[config.mk]
export PLATFORM = sky130hd
export DESIGN_NAME = seu_flat
export DESIGN_NICKNAME = d
export VERILOG_FILES = /design/src/rtl/seu_if.sv /design/src/rtl/seu.sv /design/src/flat_wrapper.sv
export SDC_FILE = /design/constraint.sdc
export NUM_CORES = 1
export LEC_CHECK = 0
export CAP_MARGIN = 20
export CORE_AREA = 2 2 77 65
export CTS_CLUSTER_SIZE = 8
export DETAILED_ROUTE_END_ITERATION = 6
export DIE_AREA = 0 0 79 67
export SYNTH_ARGS = -nofsm -noshare
export SYNTH_HDL_FRONTEND = slang
export SYNTH_SLANG_ARGS = --single-unit
export TNS_END_PERCENT = 50
[constraint.sdc]
create_clock -name clk -period 1.37 [get_ports clk]
set_input_delay 0.411 -clock clk [delete_from_list [all_inputs] [get_ports clk]]
set_output_delay 0.411 -clock clk [all_outputs]
set_load 0.005 [all_outputs]
[src/rtl/seu_if.sv]
// Bundle between the instruction decoder (master) and the sign/zero-extension unit (slave).
// Carries the raw immediate, the mode selects, and the registered extended result.
interface seu_if #(
  parameter int IN_W  = 16,
  parameter int OUT_W = 32
);
  logic [IN_W-1:0]  inmediate;
  logic             seu_en;
  logic             lui_en;
  logic             sh2_en;
  logic             in_valid;
  logic [OUT_W-1:0] inm_ext;
  logic             out_valid;

  modport master (
    output inmediate, seu_en, lui_en, sh2_en, in_valid,
    input  inm_ext, out_valid
  );

  modport slave (
    input  inmediate, seu_en, lui_en, sh2_en, in_valid,
    output inm_ext, out_valid
  );
endinterface

[src/rtl/seu.sv]
// Sign/zero-extension unit: widens the instruction immediate to datapath width,
// with load-upper and branch word-offset modes, registered with one cycle of latency.
module seu #(
  parameter int IN_W  = 16,
  parameter int OUT_W = 32
) (
  input  logic clk,
  input  logic rst_n,
  seu_if.slave bus
);

  localparam int EXT_W = OUT_W - IN_W;

  // The shift-by-2 path only keeps the sign if at least two replicated bits exist above the immediate.
  if (OUT_W < IN_W + 2) begin : g_width_check
    $error("seu: OUT_W must be at least IN_W + 2");
  end

  function automatic logic signed [OUT_W-1:0] extend(
    input logic [IN_W-1:0] imm,
    input logic            sext
  );
    logic fill;
    fill = sext & imm[IN_W-1];
    return {{EXT_W{fill}}, imm};
  endfunction

  function automatic logic signed [OUT_W-1:0] place_upper(
    input logic [IN_W-1:0] imm
  );
    return {imm, {EXT_W{1'b0}}};
  endfunction

  function automatic logic signed [OUT_W-1:0] shift_word(
    input logic signed [OUT_W-1:0] val
  );
    return {val[OUT_W-3:0], 2'b00};
  endfunction

  logic signed [OUT_W-1:0] ext_p0;
  logic signed [OUT_W-1:0] ext_p1_d, ext_p1_q;
  logic                    vld_p1_d, vld_p1_q;

  always_comb begin
    ext_p0 = extend(bus.inmediate, bus.seu_en);
    if (bus.lui_en) begin
      ext_p0 = place_upper(bus.inmediate);
    end else if (bus.sh2_en) begin
      ext_p0 = shift_word(ext_p0);
    end
  end

  always_comb begin
    ext_p1_d = ext_p1_q;
    vld_p1_d = bus.in_valid;
    if (bus.in_valid) begin
      ext_p1_d = ext_p0;
    end
  end

  // p0 -> p1: result register, cleared asynchronously so reset never exposes a partial value
  always_ff @(posedge clk or negedge rst_n) begin
    if (!rst_n) begin
      ext_p1_q <= '0;
      vld_p1_q <= 1'b0;
    end else begin
      ext_p1_q <= ext_p1_d;
      vld_p1_q <= vld_p1_d;
    end
  end

  assign bus.inm_ext   = ext_p1_q;
  assign bus.out_valid = vld_p1_q;

endmodule

[src/flat_wrapper.sv]
// flat-port wrapper written by rule: the top's interface ports become plain ports
module seu_flat 
#(
  parameter int IN_W  = 16,
  parameter int OUT_W = 32
)
  (clk, rst_n, bus_inmediate, bus_seu_en, bus_lui_en, bus_sh2_en, bus_in_valid, bus_inm_ext, bus_out_valid);
  seu_if #(.IN_W(IN_W), .OUT_W(OUT_W)) bus_i ();
  input  logic clk;
  input  logic rst_n;
  input wire logic [$bits(bus_i.inmediate)-1:0] bus_inmediate;
  input wire logic [$bits(bus_i.seu_en)-1:0] bus_seu_en;
  input wire logic [$bits(bus_i.lui_en)-1:0] bus_lui_en;
  input wire logic [$bits(bus_i.sh2_en)-1:0] bus_sh2_en;
  input wire logic [$bits(bus_i.in_valid)-1:0] bus_in_valid;
  output wire logic [$bits(bus_i.inm_ext)-1:0] bus_inm_ext;
  output wire logic [$bits(bus_i.out_valid)-1:0] bus_out_valid;
  assign bus_i.inmediate = bus_inmediate;
  assign bus_i.seu_en = bus_seu_en;
  assign bus_i.lui_en = bus_lui_en;
  assign bus_i.sh2_en = bus_sh2_en;
  assign bus_i.in_valid = bus_in_valid;
  assign bus_inm_ext = bus_i.inm_ext;
  assign bus_out_valid = bus_i.out_valid;
  seu #(.IN_W(IN_W), .OUT_W(OUT_W)) u_core (.clk(clk), .rst_n(rst_n), .bus(bus_i));
endmodule
; Word level (Yosys, flattened, before mapping)
; Cells that the tools add are included.
[word_totals]
regBits = 33
in_bits = 22
out_inout_bits = 33
word_cells = 5
[classes]
n_mux = 2
n_bitwise = 1
[ops]
columns = op, count
row1 = $mux W32, 1
row2 = $mux W18, 1
row3 = $and A1 B1 Y1, 1

; Logic depth before layout (Yosys ltp)
; Gate-level depths: netlist (run 1).
[depth]
ltp_word = 3
mapped_depth = 4
ltp_nobuf = 3

; Worst setup path before layout (run 1)
; Ideal clock, no wire load.
[synth_timing]
path_kind = input -> register
startpoint = input port bus_sh2_en
endpoint = register u_core.ext_p1_q[10] (netlist: u_core.bus.inm_ext[10])
setup_time_ns = 0.127
t_arrival_ns = 0.938
required_ns = 1.243
path_slack_ns = 0.305
stages = 4
path_buffers = 2
path_cell_list = buf_6 > buf_6 > mux2i_1 > o22ai_1
[synth_between]
elab_chain_cells = 2
[synth_rtl]
columns = element, line
row1 = "start, declared", flat_wrapper.sv:14  ; input wire logic [$bits(bus_i.sh2_en)-1:0] bus_sh2_en;
row2 = $mux W18, seu.sv:48  ; end else if (bus.sh2_en) begin
row3 = $mux W32, seu.sv:46  ; if (bus.lui_en) begin
row4 = "end signal, assigned", seu.sv:67  ; ext_p1_q <= ext_p1_d;
row5 = "end, declared", seu.sv:41  ; logic signed [OUT_W-1:0] ext_p1_d, ext_p1_q;
; No other way between the ends.
; A chain may end at the register's enable or synchronous reset.

; Worst setup path in the final report (run 1)
[layout_timing]
startpoint = register u_core.ext_p1_q[30] (netlist: u_core.bus.inm_ext[30])
endpoint = output port bus_inm_ext[30]
[layout_rtl]
columns = element, line
row1 = "end, declared", flat_wrapper.sv:16  ; output wire logic [$bits(bus_i.inm_ext)-1:0] bus_inm_ext;
; No word-level cell between the ends.

==> results.sh, run 1 <==
export IMPL_hold_slack_ns=0.483
export IMPL_cp_cell_sequence="dlygate4sd2_1"
export IMPL_yosysUniqueCellTypes=20
export IMPL_max_freq_ghz=0.743
export IMPL_hp_class="reg2reg"
export IMPL_yosysWarnings=0
export IMPL_regToRegEndpoint="u_core.bus.inm_ext[25]$_DFFE_PN0P_"
export IMPL_worst_setup_path_start_kind="flop"
export IMPL_crit_buf_inv=1
export IMPL_die_area_sq_mm=0.00529
export IMPL_critPathCaptureType="output pin"
export IMPL_grt_usage_pct=16.6
export IMPL_cts_tree="built"
export IMPL_io_buffer_count=54
export IMPL_drc=0
export IMPL_ant_nets=0
export IMPL_hpwl_microns=3000
export IMPL_status="finished, final reports clean"
export IMPL_rrSetupSlack_ns=0.57
export IMPL_seq_area_frac_synth_pct=54.0
export IMPL_setup_tns_final_ns=0
export IMPL_cp_arrival_ns=0.93
export IMPL_cpMaxStageDelayCell="dfrtp_1"
export IMPL_peakVddDrop_v=0.000433
export IMPL_wirelength_microns=4070
export IMPL_worst_pin_slew_ns=0.305
export IMPL_finalWeightedCongestion=0.835
export IMPL_wl_per_cell_microns=15.1
export IMPL_fin_worst_skew_ns=0
export IMPL_drive_gt1_share_pct=17.2
export IMPL_viasPerCell=4.70
export IMPL_fin_crit_sh_pct=98.2
export IMPL_fin_crit_ns=1.35
export IMPL_finalSetupViolCount=0
export IMPL_fin_ws_ns=0.0247
export IMPL_worstPathRequired_ns=0.96
export IMPL_power_density_mw_per_mm2=1010
export IMPL_maxSlewHeadroom_pct=79.6
export IMPL_core_area_sq_mm=0.00446
export IMPL_pre_cts_ws_ns=-0.260
export IMPL_die_w_microns=79
export IMPL_worstSetupPathType="reg2out"
export IMPL_antenna_found_initial=0
export IMPL_cap_violations=0
export IMPL_insertion_delay_ns=0.27
export IMPL_worstSetupStartpoint="u_core.bus.inm_ext[30]$_DFFE_PN0P_"
export IMPL_power_mw=2.28
export IMPL_grt_pass1_vias=1311
export IMPL_vias=1263
export IMPL_areaGrowthSynthToFinish_pct=47.8
export IMPL_cts_buffer_depth=2
export IMPL_finalNetCount=232
export IMPL_diodes=0
export IMPL_cp_max_fo=2
export IMPL_die_h_microns=67
export IMPL_hold_violations=0
export IMPL_synth_nets=166
export IMPL_start_util_pct=34.3
export IMPL_grt_max_degree=34
export IMPL_crit_family="flip-flops"
export IMPL_clkSinkCount=33
export IMPL_layout_cells_non_filler=269
export IMPL_critPathCapture="bus_inm_ext[30]"
export IMPL_netlist_area_sq_mm=0.00153
export IMPL_netlist_instances=144
export IMPL_grt_overflow=0
export IMPL_place_inst=259
export IMPL_avgSynthCellArea_sq_um=10.6
export IMPL_p_leak_nw=1.06
export IMPL_cp_depth=1
export IMPL_clk_pin_slew_ns=0.06
export IMPL_cts_hold_buf=0
export IMPL_ff2ff_path_depth=3
export IMPL_ys_ff_latch=33
export IMPL_cts_buffers=5
export IMPL_ioPinCount=55
export IMPL_drt_iter0_drc=75
export IMPL_max_stage_delay_ns=0.39
export IMPL_grt_pass1_wl_microns=6560
export IMPL_rows=22
export IMPL_r2r_start="u_core.bus.inm_ext[25]$_DFFE_PN0P_"
export IMPL_cts_root_buf="clkbuf_8"
export IMPL_htreeDepth=2
export IMPL_dr_pass1_iters=4
export IMPL_slew_viol_final=0
[cells in the mapped netlist]
master / count / area (sq um)
mux2i_1: 14 / 140
o21a_4: 1 / 15.0
o22ai_1: 14 / 87.6
buf_6: 3 / 33.8
dfrtp_1: 33 / 826
o32ai_2: 2 / 32.5
o211ai_1: 2 / 15.0
a21oi_2: 10 / 87.6
nor2_1: 13 / 48.8
nand2_2: 1 / 6.26
nand2b_1: 1 / 6.26
o221a_2: 1 / 11.3
buf_4: 5 / 37.5
inv_1: 17 / 63.8
o21ai_0: 3 / 15.0
nand2_1: 17 / 63.8
nand3b_1: 1 / 7.51
o21a_1: 1 / 7.51
a21oi_1: 3 / 15.0
buf_2: 2 / 10.0
[stage by stage]
step                      area (sq um)  utilization [%]
after floorplan                   1530                -
after global placement            2170             48.7
after detailed placement          2170             48.7
after CTS                         2220             49.8
after global routing              2260             50.7
final                             2260             50.7
[area by class of cell]
| class | count | area, sq um |
|---|---|---|
| multi-input combinational | 84 | 559 |
| fill | 447 | 2200 |
| clock inverter | 1 | 5.00 |
| sequential | 33 | 826 |
| timing repair buffer | 69 | 663 |
| inverter | 17 | 63.8 |
| clock buffer | 5 | 68.8 |
| tap | 60 | 75.1 |
[registers in the layout, indices dropped and copies added, names as in the netlist]
register,count
u_core.bus.inm_ext,32
u_core.bus.out_valid,1
[cells by family (layout without fill, tap and decap cells)]
kind of cell / count (synthesis) / count (layout) / share of synthesized area [%]
compound gates: 37 / 37 / 18.7
mux: 14 / 14 / 9.16
buf+inv: 27 / 92 / 9.48
simple gates: 33 / 33 / 8.67
flops: 33 / 33 / 54.0
[per-layer routing]
layer | GRT usage (%) | part of all wire (%) | vias to the layer above
li1 | - | - | 617
met1 | 22.1 | 48 | 597
met2 | 26.7 | 46 | 42
met3 | 4.47 | 5.2 | 7
met4 | 4.53 | 0.79 | 0
met5 | 0 | 0 | -
[placed cells by master (no fill, tap or decap), drive strengths merged]
master         count
dfrtp             33
clkdlybuf4s50     19
dlygate4sd2       16
o32ai              2
o221a              1
a21oi             13
clkbuf             5
clkdlybuf4s15     17
o22ai             14
o211ai             2
dlymetal6s2s       2
nand2b             1
mux2i             14
buf               15
o21a               2
o21ai              3
inv               17
nor2              13
nand2             18
clkinv             1
nand3b             1
[worst min path at each step]
stage / start / endpoint / slack [ns] / cells past startpoint
after floorplan: rst_n / u_core.bus.inm_ext[0]$_DFFE_PN0P_ / 0.12 / 0
after global placement: u_core.bus.inm_ext[17]$_DFFE_PN0P_ / u_core.bus.inm_ext[17]$_DFFE_PN0P_ / 0.47 / 1
after detailed placement: u_core.bus.inm_ext[17]$_DFFE_PN0P_ / u_core.bus.inm_ext[17]$_DFFE_PN0P_ / 0.48 / 1
after CTS: u_core.bus.inm_ext[17]$_DFFE_PN0P_ / u_core.bus.inm_ext[17]$_DFFE_PN0P_ / 0.49 / 1
after global routing: u_core.bus.inm_ext[17]$_DFFE_PN0P_ / u_core.bus.inm_ext[17]$_DFFE_PN0P_ / 0.50 / 1
final: u_core.bus.inm_ext[17]$_DFFE_PN0P_ / u_core.bus.inm_ext[17]$_DFFE_PN0P_ / 0.48 / 1
[power by group]
group	switching (mW)	leakage (nW)	internal (mW)
logic	0.226	0.612	0.277
registers	0.0544	0.407	1.07
clock network	0.322	0.0399	0.334
[timing repair]
action | in CTS | in global routing
endpoints found under the setup margin | 33 | 33
resized for setup | 34 | 18
setup buffers | 2 | 2
hold endpoints to repair | 0 | 0
(Power assumes the default switching activity.)
==> run 2: changes to the inputs <==
--- a/config.mk
+++ b/config.mk
@@ -6,10 +6,11 @@
 export NUM_CORES = 1
 export LEC_CHECK = 0
 export CAP_MARGIN = 20
-export CORE_AREA = 2 2 77 65
+export CORE_AREA = 5 5 72 61
 export CTS_CLUSTER_SIZE = 8
 export DETAILED_ROUTE_END_ITERATION = 6
-export DIE_AREA = 0 0 79 67
+export DIE_AREA = 0 0 77 66
+export PLACE_DENSITY = 0.77
 export SYNTH_ARGS = -nofsm -noshare
 export SYNTH_HDL_FRONTEND = slang
 export SYNTH_SLANG_ARGS = --single-unit
==> run 2 against run 1 <==
Worst hold slack improved by 0.0038 ns. Global-route usage increased by 0.89 points. Core utilization increased by 12 points. Via count increased by 3.0%. Fmax increased by 0.70%. Highest routed layer unchanged. Count of clock-buffer cells in the layout increased by 2. Clock skew unchanged. Critical path depth unchanged. Clock power increased by 8.7%.
==> results.sh, run 2 (synthesized netlist as in run 1, its figures left out) <==
export IMPL_status="finished, final reports clean"
export IMPL_rows=20
export IMPL_power_mw=2.35
export IMPL_finalWeightedCongestion=0.840
export IMPL_p_leak_nw=1.06
export IMPL_crit_buf_inv=1
export IMPL_p_switching_mw=0.597
export IMPL_cts_buffers=5
export IMPL_swShare_pct=25.4
export IMPL_fin_crit_ns=1.34
export IMPL_fin_worst_skew_ns=0
export IMPL_core_area_sq_mm=0.00363
export IMPL_place_inst=244
export IMPL_die_w_microns=77
export IMPL_die_h_microns=66
export IMPL_intPower_mw=1.76
export IMPL_hpwl_microns=2970
export IMPL_drc=0
export IMPL_cp_cell_sequence="dlygate4sd2_1"
export IMPL_num_fill_cells=287
export IMPL_layout_commonest_cell="dfrtp_1"
export IMPL_cp_max_fo=2
export IMPL_die_area_sq_mm=0.00508
export IMPL_ant_nets=0
export IMPL_cpMaxStageDelayCell="dfrtp_1"
export IMPL_vias=1301
export IMPL_wirelength_microns=4000
export IMPL_final_cell_mix="dfrtp_1 (33), clkdlybuf4s15_1 (22), clkdlybuf4s50_1 (21)"
export IMPL_cts_tree="built"
export IMPL_crit_family="flip-flops"
export IMPL_drive_gt1_share_pct=18.7
export IMPL_finalSetupViolCount=0
export IMPL_wl_per_cell_microns=15.5
export IMPL_critPathCaptureType="output pin"
export IMPL_design_area_sq_mm=0.00228
export IMPL_worstPathRequired_ns=0.96
export IMPL_slew_viol_final=0
export IMPL_worst_pin_slew_ns=0.235
export IMPL_diodes=0
export IMPL_hp_class="in2async"
export IMPL_fin_ws_ns=0.0340
export IMPL_largest_reg_flops=32
export IMPL_start_util_pct=42.2
export IMPL_antenna_found_initial=0
export IMPL_finalNetCount=236
export IMPL_max_freq_ghz=0.749
export IMPL_layout_cells_non_filler=258
export IMPL_cts_root_buf="clkbuf_8"
export IMPL_hold_violations=0
export IMPL_utilization_pct=63.0
export IMPL_cp_arrival_ns=0.92
export IMPL_hold_slack_ns=0.487
export IMPL_ioPinCount=55
export IMPL_power_frac_clock_pct=30.3
export IMPL_insertion_delay_ns=0.28
export IMPL_dr_pass1_iters=4
export IMPL_clk_pin_slew_ns=0.06
export IMPL_viasPerCell=5.04
export IMPL_dpl_cell_area_sq_mm=0.00216
export IMPL_worstSetupPathType="reg2out"
export IMPL_grt_max_degree=34
export IMPL_clkSinkCount=33
export IMPL_io_buffer_count=54
export IMPL_pre_cts_ws_ns=-0.224
export IMPL_setup_tns_final_ns=0
export IMPL_grt_overflow=0
export IMPL_grt_pass1_vias=1371
export IMPL_cap_violations=0
export IMPL_grt_pass1_wl_microns=6890
export IMPL_drt_iter0_drc=42
export IMPL_maxSlewHeadroom_pct=84.3
export IMPL_worst_setup_path_start_kind="flop"
export IMPL_seqPwrFrac_pct=47.5
export IMPL_max_stage_delay_ns=0.38
export IMPL_cts_buffer_depth=2
export IMPL_fin_crit_sh_pct=97.5
export IMPL_grt_usage_pct=17.5
export IMPL_htreeDepth=2
export IMPL_areaGrowthSynthToFinish_pct=49.3
export IMPL_power_density_mw_per_mm2=1030
export IMPL_peakVddDrop_v=0.000661
export IMPL_comb_power_share_pct=22.3
## run 2: changes by cell type in the layout (fill, tap and decap cells not counted)
| cell | previous run | this run |
|---|---|---|
| buf_4 | 13 | 17 |
| clkbuf_1 | 0 | 1 |
| clkbuf_8 | 5 | 6 |
| clkdlybuf4s15_1 | 17 | 22 |
| clkdlybuf4s50_1 | 19 | 21 |
| clkinv_2 | 1 | 0 |
| dlygate4sd2_1 | 16 | 11 |
| dlymetal6s2s_1 | 2 | 0 |
## run 2: area by class of cell
class | count | area (sq um) | area share, %
clock buffer | 7 | 86.3 | 3.78
inverter | 17 | 63.8 | 2.79
multi-input combinational | 84 | 559 | 24.5
sequential | 33 | 826 | 36.1
tap | 44 | 55.1 | 2.41
timing repair buffer | 73 | 694 | 30.4
## run 2: layer usage
layer / up-vias / GRT usage, % / routed length [microns]
li1: 625 / - / -
met1: 613 / 23.2 / 1800
met2: 52 / 26.2 / 1840
met3: 11 / 5.72 / 271
met4: 0 / 7.51 / 90
met5: - / 0 / 0
## run 2: worst paths after layout
check / cells past startpoint / from / end / slack, ns
max reg2reg: 3 / u_core.bus.inm_ext[19]$_DFFE_PN0P_ / u_core.bus.inm_ext[19]$_DFFE_PN0P_ / 0.58
min: 2 / rst_n / u_core.bus.inm_ext[0]$_DFFE_PN0P_ / 0.49
max in group asynchronous: 2 / rst_n / u_core.bus.inm_ext[24]$_DFFE_PN0P_ / 0.70
min reg2reg: 1 / u_core.bus.inm_ext[17]$_DFFE_PN0P_ / u_core.bus.inm_ext[17]$_DFFE_PN0P_ / 0.49
min in group clk: 1 / u_core.bus.inm_ext[17]$_DFFE_PN0P_ / u_core.bus.inm_ext[17]$_DFFE_PN0P_ / 0.49
max: 1 / u_core.bus.inm_ext[4]$_DFFE_PN0P_ / bus_inm_ext[4] / 0.03
## run 2: repair_timing
action | 4_1_cts | 5_1_grt
hold buffers | 0 | 0
endpoints found under the hold margin | 0 | 0
gates resized for setup | 33 | 22
setup endpoints to repair | 33 | 23
setup buffers | 4 | 3
## run 2: power by group through the flow
stage / clock (mW) / combinational, mW / sequential [mW]
floorplan: 0 / 0.202 / 1.14
global placement: 0 / 0.536 / 1.13
detailed placement: 0 / 0.547 / 1.14
CTS: 0.749 / 0.504 / 1.12
global route: 0.793 / 0.575 / 1.13
finish: 0.713 / 0.524 / 1.12
==> run 3: changes to the inputs <==
--- a/config.mk
+++ b/config.mk
@@ -11,6 +11,7 @@
 export DETAILED_ROUTE_END_ITERATION = 6
 export DIE_AREA = 0 0 77 66
 export PLACE_DENSITY = 0.77
+export SETUP_SLACK_MARGIN = 0.5
 export SYNTH_ARGS = -nofsm -noshare
 export SYNTH_HDL_FRONTEND = slang
 export SYNTH_SLANG_ARGS = --single-unit
==> run 3 against run 2 <==
Register-to-register slack got worse by 0.13 ns. Fmax grew 8.3%. Routed wire length increased by 15%. Critical endpoint is now bus_inm_ext[16]. Non-clock buffer count increased by 11. Global-route usage grew 0.74 points. Final cell count up 5.0%. Setup slack better by 0.10 ns. Combinational power grew 15%. Critical path depth unchanged. Clock skew stayed put.
==> results.sh, run 3 (synthesized netlist as in run 1, its figures left out) <==
export IMPL_slew_viol_final=0
export IMPL_maxSlewHeadroom_pct=85.9
export IMPL_utilization_pct=66.9
export IMPL_hold_violations=0
export IMPL_cap_violations=0
export IMPL_areaGrowthSynthToFinish_pct=58.7
export IMPL_num_fill_cells=290
export IMPL_worstSetupPathType="reg2out"
export IMPL_hp_class="in2reg"
export IMPL_final_cell_mix="buf_2 (34), dfrtp_1 (33), buf_4 (21), nand2_1 (17), inv_1 (17)"
export IMPL_pre_cts_ws_ns=-0.240
export IMPL_multi_input_area_sq_um=688
export IMPL_clk_pin_slew_ns=0.06
export IMPL_ioPinCount=55
export IMPL_wirelength_microns=4610
export IMPL_critPathCaptureType="output pin"
export IMPL_cts_buffer_depth=2
export IMPL_grt_max_degree=34
export IMPL_largest_reg_flops=32
export IMPL_diodes=0
export IMPL_drc=0
export IMPL_max_freq_ghz=0.810
export IMPL_rsz0062_at_grt="true"
export IMPL_worstPathRequired_ns=0.96
export IMPL_finalNetCount=248
export IMPL_rows=20
export IMPL_die_w_microns=77
export IMPL_viasPerCell=5.11
export IMPL_layout_commonest_cell="buf_2"
export IMPL_crit_buf_inv=1
export IMPL_max_stage_delay_ns=0.40
export IMPL_drive_gt1_share_pct=48.0
export IMPL_cts_hold_buf=0
export IMPL_dr_pass1_iters=4
export IMPL_ant_nets=0
export IMPL_finalSetupViolCount=0
export IMPL_cp_arrival_ns=0.82
export IMPL_cts_tree="built"
export IMPL_wl_per_cell_microns=17.0
export IMPL_hpwl_microns=2910
export IMPL_vias=1384
export IMPL_cts_root_buf="clkbuf_8"
export IMPL_fin_crit_ns=1.23
export IMPL_crit_family="flip-flops"
export IMPL_antenna_found_initial=0
export IMPL_peakVddDrop_v=0.000593
export IMPL_status="finished, final reports clean"
export IMPL_fin_ws_ns=0.136
export IMPL_cp_max_fo=2
export IMPL_finalWeightedCongestion=0.816
export IMPL_core_area_sq_mm=0.00363
export IMPL_grt_overflow=0
export IMPL_worst_setup_path_start_kind="flop"
export IMPL_grt_pass1_vias=1357
export IMPL_drt_iter0_drc=75
export IMPL_insertion_delay_ns=0.29
export IMPL_cts_buffers=5
export IMPL_p_leak_nw=1.27
export IMPL_worst_pin_slew_ns=0.206
export IMPL_grt_pass1_wl_microns=7070
export IMPL_clkSinkCount=33
export IMPL_grt_usage_pct=18.2
export IMPL_layout_cells_non_filler=271
export IMPL_seq_area_sq_um=826
export IMPL_die_area_sq_mm=0.00508
export IMPL_place_inst=244
export IMPL_power_density_mw_per_mm2=998
export IMPL_fin_worst_skew_ns=0
export IMPL_die_h_microns=66
export IMPL_cp_cell_sequence="buf_2"
export IMPL_htreeDepth=2
export IMPL_start_util_pct=42.2
export IMPL_cpMaxStageDelayCell="dfrtp_1"
export IMPL_fin_crit_sh_pct=90.1
export IMPL_io_buffer_count=54
==> run 3: changes by cell type in the layout (fill, tap and decap cells not counted), sizes merged <==
| cell | delta |
|---|---|
| clkbuf | +5 |
| dlygate4sd2 | -11 |
| dlymetal6s2s | +15 |
| o21a | +1 |
| clkdlybuf4s15 | -22 |
| buf | +44 |
| clkdlybuf4s50 | -19 |
==> run 3: cell type report <==
type	count	share of cell area, %
clock buffers	8	3.30
inverters	17	2.63
multi-input cells	85	28.3
flip-flops and latches	33	34.0
well taps	44	2.27
repair buffers	84	29.5
==> run 3: timing repair <==
| action | in CTS | in global routing |
|---|---|---|
| gates cloned | 3 | 1 |
| endpoints found under the setup margin | 66 | 66 |
| pin swaps | 0 | 1 |
| setup buffers | 9 | 6 |
| resized for setup | 139 | 49 |
==> run 3: final timing paths <==
| path | from | endpoint | slack (ns) | cells after the start |
|---|---|---|---|---|
| setup / recovery | u_core.bus.inm_ext[16]$_DFFE_PN0P_ | bus_inm_ext[16] | 0.14 | 1 |
| hold / removal | bus_seu_en | u_core.bus.inm_ext[31]$_DFFE_PN0P_ | 0.41 | 3 |
| setup reg to reg | u_core.bus.inm_ext[16]$_DFFE_PN0P_ | u_core.bus.inm_ext[16]$_DFFE_PN0P_ | 0.45 | 2 |
| hold reg to reg | u_core.bus.inm_ext[22]$_DFFE_PN0P_ | u_core.bus.inm_ext[22]$_DFFE_PN0P_ | 0.52 | 2 |
| max in group asynchronous | rst_n | u_core.bus.inm_ext[26]$_DFFE_PN0P_ | 0.70 | 2 |
| min in group asynchronous | rst_n | u_core.bus.inm_ext[1]$_DFFE_PN0P_ | 0.48 | 2 |
==> run 3: layer usage <==
layer,GRT usage [%],share of wire [%],up-vias
li1,-,-,649
met1,23.5,43,672
met2,27.9,49,54
met3,7.22,6.7,9
met4,6.22,1.7,0
met5,0,0,-
==> run 3: stage by stage <==
step / hold WS (ns) / total power, mW / TNS [ns] / area (sq um)
final: 0.410 / 2.42 / 0 / 2430
after global routing: 0.423 / 2.54 / 0 / 2430
after CTS: 0.490 / 2.36 / 0 / 2230
after detailed placement: 0.481 / 1.70 / -5.32 / 2190
after global placement: 0.468 / 1.68 / -4.86 / 2190
after floorplan: 0.115 / 1.35 / 0 / 1560
==> run 3: power breakdown <==
| group | internal, mW | switching (mW) |
|---|---|---|
| registers | 1.07 | 0.0525 |
| clock network | 0.361 | 0.340 |
| logic | 0.323 | 0.282 |
| total | 1.75 | 0.675 |
